**src/rtl/cache_refill.sv**
```systemverilog
// cache_refill: memory-side line refill engine for the set-associative cache.
// On a miss it reads the line as XLEN-bit words. At most MAX_OUT reads are in
// flight, and responses come back in request order. It assembles the line and
// drives a one-cycle fill strobe toward the cache.
// Optional build macro: CACHE_REFILL_CRITICAL_WORD_FIRST_EN. When it is defined,
// the word order starts at the missing word and the first response is also
// forwarded to crit_valid/crit_data.
// Handshakes: a request transfers on a rising edge where mem_req_valid and
// mem_req_ready are both high. While valid is high and ready is low, the
// request address holds. A miss transfers when miss_valid and miss_ready are
// both high. Responses need no ready; each mem_resp_valid cycle carries one word.
module cache_refill #(
   parameter int XLEN      = 32,
   parameter int LINE_SIZE = 64,
   parameter int MAX_OUT   = 2
) (
   input  logic                     clock,
   input  logic                     reset_n,
   input  logic                     miss_valid,
   output logic                     miss_ready,
   input  logic [XLEN-1:0]          miss_addr,
   output logic                     mem_req_valid,
   input  logic                     mem_req_ready,
   output logic [XLEN-1:0]          mem_req_addr,
   input  logic                     mem_resp_valid,
   input  logic [XLEN-1:0]          mem_resp_data,
   output logic                     fill_en,
   output logic [XLEN-1:0]          fill_addr,
   output logic [8*LINE_SIZE-1:0]   fill_data,
   output logic                     busy,
   output logic                     crit_valid,
   output logic [XLEN-1:0]          crit_data
);

   localparam int NWORDS  = 8 * LINE_SIZE / XLEN;
   localparam int NOFFSET = $clog2(LINE_SIZE);
   localparam int WB      = $clog2(XLEN / 8);
   localparam int IW      = $clog2(NWORDS);
   localparam int CW      = IW + 1;
   localparam int LW      = 8 * LINE_SIZE;
   localparam logic [CW-1:0] NWORDS_C  = CW'(NWORDS);
   localparam logic [CW-1:0] MAX_OUT_C = CW'(MAX_OUT);

   typedef enum logic [1:0] {
      ST_IDLE  = 2'd0,
      ST_FETCH = 2'd1,
      ST_FILL  = 2'd2
   } state_t;

   state_t          state;
   logic [XLEN-1:0] base;
   logic [CW-1:0]   issued;
   logic [CW-1:0]   received;
   logic [LW-1:0]   line_buf;

   logic            fire_req;
   logic            fire_resp;
   logic            req_more;
   logic [CW-1:0]   outstanding;
   logic [CW-1:0]   issued_nx;
   logic [CW-1:0]   received_nx;
   logic [IW-1:0]   req_idx;
   logic [IW-1:0]   rx_idx;
   logic [IW-1:0]   first_idx;
   logic [XLEN-1:0] miss_base;
   logic [XLEN-1:0] req_off;
   logic [XLEN-1:0] first_off;
   logic [LW-1:0]   line_nx;

   // The byte offset inside the line only matters for the word order.
   logic unused_offset;
   assign unused_offset = ^miss_addr[NOFFSET-1:0];

`ifdef CACHE_REFILL_CRITICAL_WORD_FIRST_EN
   logic [IW-1:0] crit_idx;

   // Word order wraps from the missing word, so slot n maps to (c + n) mod NWORDS.
   assign first_idx = miss_addr[NOFFSET-1:WB];
   assign req_idx   = crit_idx + issued_nx[IW-1:0];
   assign rx_idx    = crit_idx + received[IW-1:0];

   // The first accepted response of a refill goes straight to the core.
   assign crit_valid = fire_resp & (received == '0);
   assign crit_data  = crit_valid ? mem_resp_data : '0;

   // Remember the critical word index for the whole refill.
   always_ff @(posedge clock) begin
      if (!reset_n) begin
         crit_idx <= '0;
      end else if (state == ST_IDLE && miss_valid) begin
         crit_idx <= miss_addr[NOFFSET-1:WB];
      end
   end
`else
   assign first_idx  = '0;
   assign req_idx    = issued_nx[IW-1:0];
   assign rx_idx     = received[IW-1:0];
   assign crit_valid = 1'b0;
   assign crit_data  = '0;
`endif

   assign miss_base   = {miss_addr[XLEN-1:NOFFSET], {NOFFSET{1'b0}}};
   assign fire_req    = mem_req_valid & mem_req_ready;
   assign outstanding = issued - received;
   // A response with nothing in flight (for example a leftover after reset) is dropped.
   assign fire_resp   = (state == ST_FETCH) & mem_resp_valid & (outstanding != '0);
   assign issued_nx   = issued + {{(CW-1){1'b0}}, fire_req};
   assign received_nx = received + {{(CW-1){1'b0}}, fire_resp};
   // The request valid for the next cycle is evaluated on that cycle's counts.
   assign req_more    = (issued_nx < NWORDS_C) && ((issued_nx - received_nx) < MAX_OUT_C);

   // Turn word indices into byte offsets within the line.
   always_comb begin
      req_off   = '0;
      first_off = '0;
      req_off[NOFFSET-1:WB]   = req_idx;
      first_off[NOFFSET-1:WB] = first_idx;
   end

   // Merge the returning word into its slot of the line being assembled.
   always_comb begin
      line_nx = line_buf;
      if (fire_resp) begin
         line_nx[int'(rx_idx) * XLEN +: XLEN] = mem_resp_data;
      end
   end

   // Refill control: accept the miss, stream the requests and responses, then strobe the fill.
   always_ff @(posedge clock) begin
      if (!reset_n) begin
         state         <= ST_IDLE;
         miss_ready    <= 1'b1;
         busy          <= 1'b0;
         mem_req_valid <= 1'b0;
         mem_req_addr  <= '0;
         fill_en       <= 1'b0;
         fill_addr     <= '0;
         fill_data     <= '0;
         base          <= '0;
         issued        <= '0;
         received      <= '0;
         line_buf      <= '0;
      end else begin
         case (state)
            ST_IDLE: begin
               fill_en <= 1'b0;
               if (miss_valid) begin
                  base          <= miss_base;
                  issued        <= '0;
                  received      <= '0;
                  mem_req_addr  <= miss_base + first_off;
                  mem_req_valid <= 1'b1;
                  miss_ready    <= 1'b0;
                  busy          <= 1'b1;
                  state         <= ST_FETCH;
               end
            end
            ST_FETCH: begin
               issued   <= issued_nx;
               received <= received_nx;
               line_buf <= line_nx;
               if (received_nx == NWORDS_C) begin
                  mem_req_valid <= 1'b0;
                  fill_en       <= 1'b1;
                  fill_addr     <= base;
                  fill_data     <= line_nx;
                  state         <= ST_FILL;
               end else begin
                  mem_req_valid <= req_more;
                  if (req_more) begin
                     mem_req_addr <= base + req_off;
                  end
               end
            end
            ST_FILL: begin
               fill_en    <= 1'b0;
               miss_ready <= 1'b1;
               busy       <= 1'b0;
               issued     <= '0;
               received   <= '0;
               state      <= ST_IDLE;
            end
            default: begin
               state <= ST_IDLE;
            end
         endcase
      end
   end

endmodule

```
**config.mk**
```make
export PLATFORM = sky130hd
export DESIGN_NAME = cache_refill
export DESIGN_NICKNAME = d
export VERILOG_FILES = /design/src/rtl/cache_refill.sv
export SDC_FILE = /design/constraint.sdc
export NUM_CORES = 2
export LEC_CHECK = 0
export BUFFER_PORTS_ARGS = -buffer_cell sky130_fd_sc_hd__buf_2
export CAP_MARGIN = 5
export CORE_UTILIZATION = 50
export DETAILED_ROUTE_END_ITERATION = 8
export MAX_ROUTING_LAYER = met4
export PLACE_DENSITY = 0.76
export SLEW_MARGIN = 20
export SYNTH_ARGS = -nofsm -noshare
export SYNTH_HDL_FRONTEND = slang
export SYNTH_SLANG_ARGS = --single-unit
```
**constraint.sdc**
```tcl
create_clock -name clock -period 12.1 [get_ports clock]
set_input_delay 3.025 -clock clock [delete_from_list [all_inputs] [get_ports clock]]
set_output_delay 3.025 -clock clock [all_outputs]
set_load 0.02 [all_outputs]
```
# After elaboration in Yosys (flattened, before gate mapping)
# Cells that the tools add are included.
[totals] regBits=1124 input_bits=69 output_inout_bits=613 wordCells=68
[classes] n_addsub=6 order_cmp=2 eq_ne=7 n_shift=2 n_mux=20 n_bitwise=3 n_reduce_logical=16
[ops] op="bitwise mux 512 bit" count=1
[ops] op="2-to-1 mux 512 bit" count=1
[ops] op="variable shift 32 x 33 -> 512 bit (first input constant)" count=1
[ops] op="indexed part select 32 x 33 -> 512 bit" count=1
[ops] op="2-to-1 mux 32 bit" count=3
[ops] op="one-hot mux 32 bit (2 select lines)" count=1
[ops] op="negator 9 -> 33 bit" count=1
[ops] op="adder 32 x 6 -> 32 bit" count=1
[ops] op="one-hot mux 5 bit (3 select lines)" count=2
[ops] op="AND reduction 2 bit" count=7
[ops] op="adder 5 x 1 -> 5 bit" count=2
[ops] op="subtractor 5 bit" count=2
[ops] op="one-hot mux 1 bit (2 select lines)" count=4
[ops] op="inequality test 2 bit (second input constant)" count=3
[ops] op="nonzero test 2 bit" count=3
[ops] op="== test 5 bit (second input constant)" count=1
[ops] op="less-than comparator 5 x 2 -> 1 bit (second input constant)" count=1
[ops] op="less-than comparator 5 bit (second input constant)" count=1
[ops] op="2-to-1 mux 5 bit" count=1
[ops] op="nonzero test 5 bit" count=1
[ops] op="2-to-1 mux 1 bit" count=4
[ops] op="2-to-1 mux 2 bit" count=2
[ops] op="one-hot mux 2 bit (2 select lines)" count=1
[ops] op="AND reduction 4 bit" count=1
[ops] op="8 further kinds" count=10

# Logic depth before layout (Yosys ltp)
[depth] ltp_word=10 mapped_depth=21 ltp_nobuf=17

# Least setup slack after synthesis
# Ideal clock, no wire load.
[synth_timing] path_kind="input port to flip-flop" start="input port mem_resp_valid" end="register fill_data[10]" setup_ns=0.137 t_arrival_ns=5.373 required_ns=11.963 path_slack_ns=6.590 cell_stages=13 n_path_buf=4 path_cell_list="and3b_1 -> and2_1 -> ha_1 -> ha_1 -> o21ai_0 -> o2bb2ai_1 -> nor4b_2 -> and2_1 -> clkbuf_1 -> buf_2 -> buf_2 -> buf_1 -> a31oi_1"
[synth_between] elab_chain_len=5 elab_cells_between_ends=6 classes_between="add/sub: 1; eq/ne: 1; mux: 1; bitwise: 2; reduce/logical: 1"
[synth_rtl] item="start: declaration" line="25" text="input logic mem_resp_valid,"
[synth_rtl] item="bitwise AND 1 bit * (2 in series)" line="106" text="assign fire_resp = (state == ST_FETCH) & mem_resp_valid & (outstanding != '0);"
[synth_rtl] item="adder 5 x 1 -> 5 bit" line="108" text="assign received_nx = received + {{(CW-1){1'b0}}, fire_resp};"
[synth_rtl] item="== test 5 bit" line="162" text="if (received_nx == NWORDS_C) begin"
[synth_rtl] item="AND reduction 2 bit (no line)"
[synth_rtl] item="end signal: assignment" line="166" text="fill_data <= line_nx;"
[synth_rtl] item="end: declaration" line="29" text="output logic [8*LINE_SIZE-1:0] fill_data,"
# Every way passes the cells marked *; elsewhere a longest branch is shown, timed or not.
# A chain may end at the register's enable or synchronous reset.

# Worst setup path after layout
[layout_timing] start="register received[2]" end="register fill_data[274]"
[layout_between] elab_chain_len=6 elab_cells_between_ends=11 classes_between="add/sub: 3; eq/ne: 1; shift: 2; mux: 2; bitwise: 1; reduce/logical: 2"
[layout_rtl] item="start: declaration" line="53" text="logic [CW-1:0] received;"
[layout_rtl] item="start signal: assignment" line="160" text="received <= received_nx;"
[layout_rtl] item="subtractor 5 bit" line="104" text="assign outstanding = issued - received;"
[layout_rtl] item="nonzero test 5 bit" line="106"
[layout_rtl] item="bitwise AND 1 bit" line="106"
[layout_rtl] item="adder 5 x 1 -> 5 bit" line="108"
[layout_rtl] item="== test 5 bit" line="162"
[layout_rtl] item="AND reduction 2 bit (no line)"
# Parallel ways exist; a longest one is shown, timed or not.

==> metrics.txt <==
Leakage roughly 19 nW; mux cell area share after synthesis just over 5%; crit path launch type flop; Starting Density 50.4%; Register Area 22500 um^2; relative slew slack 13.4%; clk_lat worst skew 0.69 ns; Max stage delay on crit path 0.87 ns; length in cells of the worst reg-to-reg path 16; M1 WL approximately 59 mm; Reg2Reg Launch Point received[2]$_SDFFE_PN0P_; initial drt markers 3491; switching share of total power 22.3%; Layout area overhead 16.6%; drt pass-1 iters 6; Reg power frac 49.5%; Post-Layout Cell Count 6302; Crit Path Class reg2reg; die height 295 um; r2r setup slk around 5.4 ns; Ys Warns 0; Power Density 150 nW/um^2; Final Cell Area 50000 um^2; DR WL met3 approximately 13 mm; TritonCTS buffer count 111; critical path's slowest cell nor4_4; CTS tree built; Post-Synthesis Cells between 4000 and 5000; status finished, final reports clean; post-CTS resize count 0; core box area 85000 um^2; worst vdd ir 0.000125 V; dpl ws 5.24 ns; GRT Overall Usage 32.4%; Worst setup startpoint received[2]$_SDFFE_PN0P_; clock share of power 47.4%; largest family of logic cells by synthesized area compound AO/OA/AOI/OAI gates; Final nets 5139; Setup TNS 0 ns; drt drc 0; Post-Synth Simple-Gate Area 12.8%; top routing layer used met4; Worst Setup EP fill_data[274]$_SDFFE_PN0P_; Synth Area in Compound Gates 23.9%; critical path required time around 13 ns; area of the multi-input gates 18600 um^2; mapped cell area approximately 43000 um^2; RSZ-0062 raised after global routing false; first-pass GRT wire length 207 mm; f_max 150 MHz; largest net degree at the start of global routing between 200 and 300; Post-synth EDFFs 0; Post-synth ARST share 0%; worst slew pin tran 1.30 ns; worst hold path type reg2reg; Crit Path Max Fanout 291; Slew Limit Fails 0; H-tree level count 3; Post-Route WL 143 mm; Final Cycle Share 55.0%; Most common cell on crit path ha_1; Gate power share 3.1%; Max Cap Viol 0; average wire per standard cell 22.6 um; CTS hold repair buffers 0; via count 36600; GP Congestion ~0.90; clock buffer depth 3; number of global-route vias before repair 32700; critical path arrival 7.24 ns; Netlist cell types slightly below 60; Die Area 86900 um^2; std cell rows 107; XOR/XNOR share of the synthesized area less than 1%; Post-Synth Adder-Cell Area 0.426%; final core occ 58.8%; Pint roughly 5.8 mW; CTS clock-pin slew for the worst setup and hold paths about 0.060 ns; initial antenna violation count 20; Cell Area, Placed ~46000 um^2; # IOs 682; gr ovfl total 0; fraction of the yosys area taken by sequential cells 52.4%; Synth Register Bits 1122; Tmin final around 6.7 ns; Worst Clk Skew 0.0208 ns; Antenna Nets Post-Route 0; Clock Tree Root clkbuf_16; Final Setup Violations 0; final hold violations 0; Cells after DPL slightly above 6000; clk sink count 1122; cells along the critical path inv_1, ha_1, o21a_1, nor4_4, o211ai_1, buf_4, and2_1, ha_1, ha_1, o21ai_0, o2bb2ai_1, nor4b_2, and2_4, buf_12, o21ai_0, a31oi_1; Post-Syn Area per Cell a little over 9 um^2; Setup Buffers After CTS 0; PnR worst setup slack about 5.4 ns; most common flop cell mapped by yosys dfxtp_1; Final HPWL DP around 90 mm; Worst Setup End Kind flop; Die Wd 295 um; Port Buf Inserts 634; Switch Pwr 1.67 mW; Vias/cell 5.81; share of post-route cells with drive strength above 1 17.3%; Critical R2R Capture fill_data[274]$_SDFFE_PN0P_; fillcell total 7424; routed length on met2 61.9 mm
==> flip-flops by register name, indices dropped and copies added, names as in the netlist <==
register,count
fill_data,512
fill_en,1
received,5
busy,1
issued,5
mem_req_addr,30
base,26
fill_addr,26
state,2
line_buf,512
mem_req_valid,1
miss_ready,1
==> power groups by stage <==
stage / registers [mW] / logic [mW] / clock network, mW
after global routing: 3.71 / 0.242 / 3.76
final: 3.71 / 0.231 / 3.56
after global placement: 3.80 / 0.225 / 0
after CTS: 3.71 / 0.226 / 3.60
after floorplan: 3.81 / 0.140 / 0
after detailed placement: 3.80 / 0.225 / 0
==> metrics by stage <==
step                      hold WS, ns  power, mW
after CTS                       0.446       7.54
final                           0.446       7.51
after detailed placement        0.436       4.02
after floorplan                 0.442       3.95
after global routing            0.451       7.71
after global placement          0.434       4.02
==> cell type report <==
type | instances | share of cell area [%]
flip-flops and latches | 1122 | 45.0
clock inverters | 39 | 0.959
clock buffers | 167 | 6.60
repair buffers | 677 | 7.21
inverters | 12 | 0.0902
diodes | 9 | 0.0451
multi-input cells | 3132 | 37.3
well taps | 1144 | 2.87
==> synth_stat cells (2+ instances only) <==
| library cell | number | area share, % |
|---|---|---|
| xor2_1 | 6 | 0.12 |
| a21o_1 | 2 | 0.035 |
| o21ai_0 | 811 | 9.5 |
| buf_1 | 25 | 0.22 |
| a22oi_1 | 20 | 0.35 |
| buf_2 | 47 | 0.55 |
| a31oi_1 | 313 | 4.6 |
| inv_1 | 12 | 0.11 |
| a21boi_1 | 50 | 0.88 |
| nor2_1 | 56 | 0.49 |
| or3_1 | 51 | 0.74 |
| nor2b_1 | 211 | 3.1 |
| ha_1 | 13 | 0.38 |
| nor4_1 | 65 | 0.95 |
| clkbuf_2 | 20 | 0.23 |
| a31o_2 | 2 | 0.041 |
| mux2i_1 | 217 | 5.1 |
| o311a_1 | 2 | 0.047 |
| nand3_1 | 156 | 1.8 |
| o31ai_1 | 2 | 0.035 |
| dfxtp_1 | 1122 | 52 |
| and3b_1 | 2 | 0.041 |
| or4_1 | 2 | 0.035 |
| nand2b_1 | 4 | 0.058 |
| clkbuf_1 | 354 | 3.1 |
| o211ai_1 | 3 | 0.053 |
| and2_0 | 2 | 0.029 |
| buf_4 | 46 | 0.81 |
| a21oi_1 | 207 | 2.4 |
| o32ai_2 | 4 | 0.15 |
| a21boi_0 | 317 | 5.6 |
| nand2_1 | 433 | 3.8 |
| nor3b_1 | 7 | 0.12 |
| and2_1 | 69 | 1.0 |
| xnor2_1 | 11 | 0.22 |
| nor3_1 | 2 | 0.023 |
| nand4_1 | 30 | 0.44 |
| a211oi_1 | 2 | 0.035 |
==> worst min path at each step <==
| stage | cells past startpoint | slack, ns | start | to |
|---|---|---|---|---|
| global placement | 1 | 0.43 | miss_ready$_SDFFE_PN1P_ | miss_ready$_SDFFE_PN1P_ |
| global route | 2 | 0.45 | busy$_SDFFE_PN0P_ | busy$_SDFFE_PN0P_ |
| finish | 2 | 0.45 | busy$_SDFFE_PN0P_ | busy$_SDFFE_PN0P_ |
| detailed placement | 2 | 0.44 | busy$_SDFFE_PN0P_ | busy$_SDFFE_PN0P_ |
| floorplan | 2 | 0.44 | line_buf[418]$_SDFFE_PN0P_ | fill_data[418]$_SDFFE_PN0P_ |
| CTS | 2 | 0.45 | busy$_SDFFE_PN0P_ | busy$_SDFFE_PN0P_ |
==> per-layer routing <==
metal  vias to the layer above  track usage (%)
met5                         -                -
met4                         0             17.9
met3                       351             7.42
met2                      1507             46.8
met1                     17400             41.8
li1                      17400                -
==> critical path, delay by kind of cell (launching register included) <==
kind | cells | cell delay (ns)
adders and majority gates | 3 | 0.79
buffers and inverters | 3 | 1.14
DFF | 1 | 0.79
AOI/OAI and AO/OA | 6 | 1.11
and+or+nand+nor | 4 | 2.20
==> layout by cell type, fill, tap and decap left out, types with 3 or more instances in the layout <==
cell type,synthesis,final
a31oi_1,313,311
buf_2,47,633
nor3b_1,7,7
ha_1,13,12
clkbuf_8,0,29
clkbuf_1,354,26
buf_12,0,6
and2_1,69,68
xor2_1,6,5
a21boi_0,317,317
inv_1,12,12
nand2b_1,4,3
clkbuf_16,0,112
a21oi_1,207,207
nor2b_1,211,210
or3_1,51,51
nand3_1,156,156
xnor2_1,11,10
nand4_1,30,30
inv_6,0,5
bufinv_16,0,8
clkinv_4,0,3
mux2i_1,217,217
nand2_1,433,431
diode_2,0,9
clkinvlp_4,0,5
a21boi_1,50,50
o21ai_0,811,811
a22oi_1,20,20
nor2_1,56,55
buf_4,46,36
dfxtp_1,1122,1121
clkinv_2,0,15
o211ai_1,3,3
o32ai_4,0,4
nor4_1,65,64
conb_1,1,41
==> cell families after synthesis <==
group	count (synthesis)
compound gates	1744
flops	1122
simple gates	1098
buf+inv	504
mux	218
xor+xnor	17
fa+ha+maj	14
other cells	1
(Power assumes the default switching activity.)
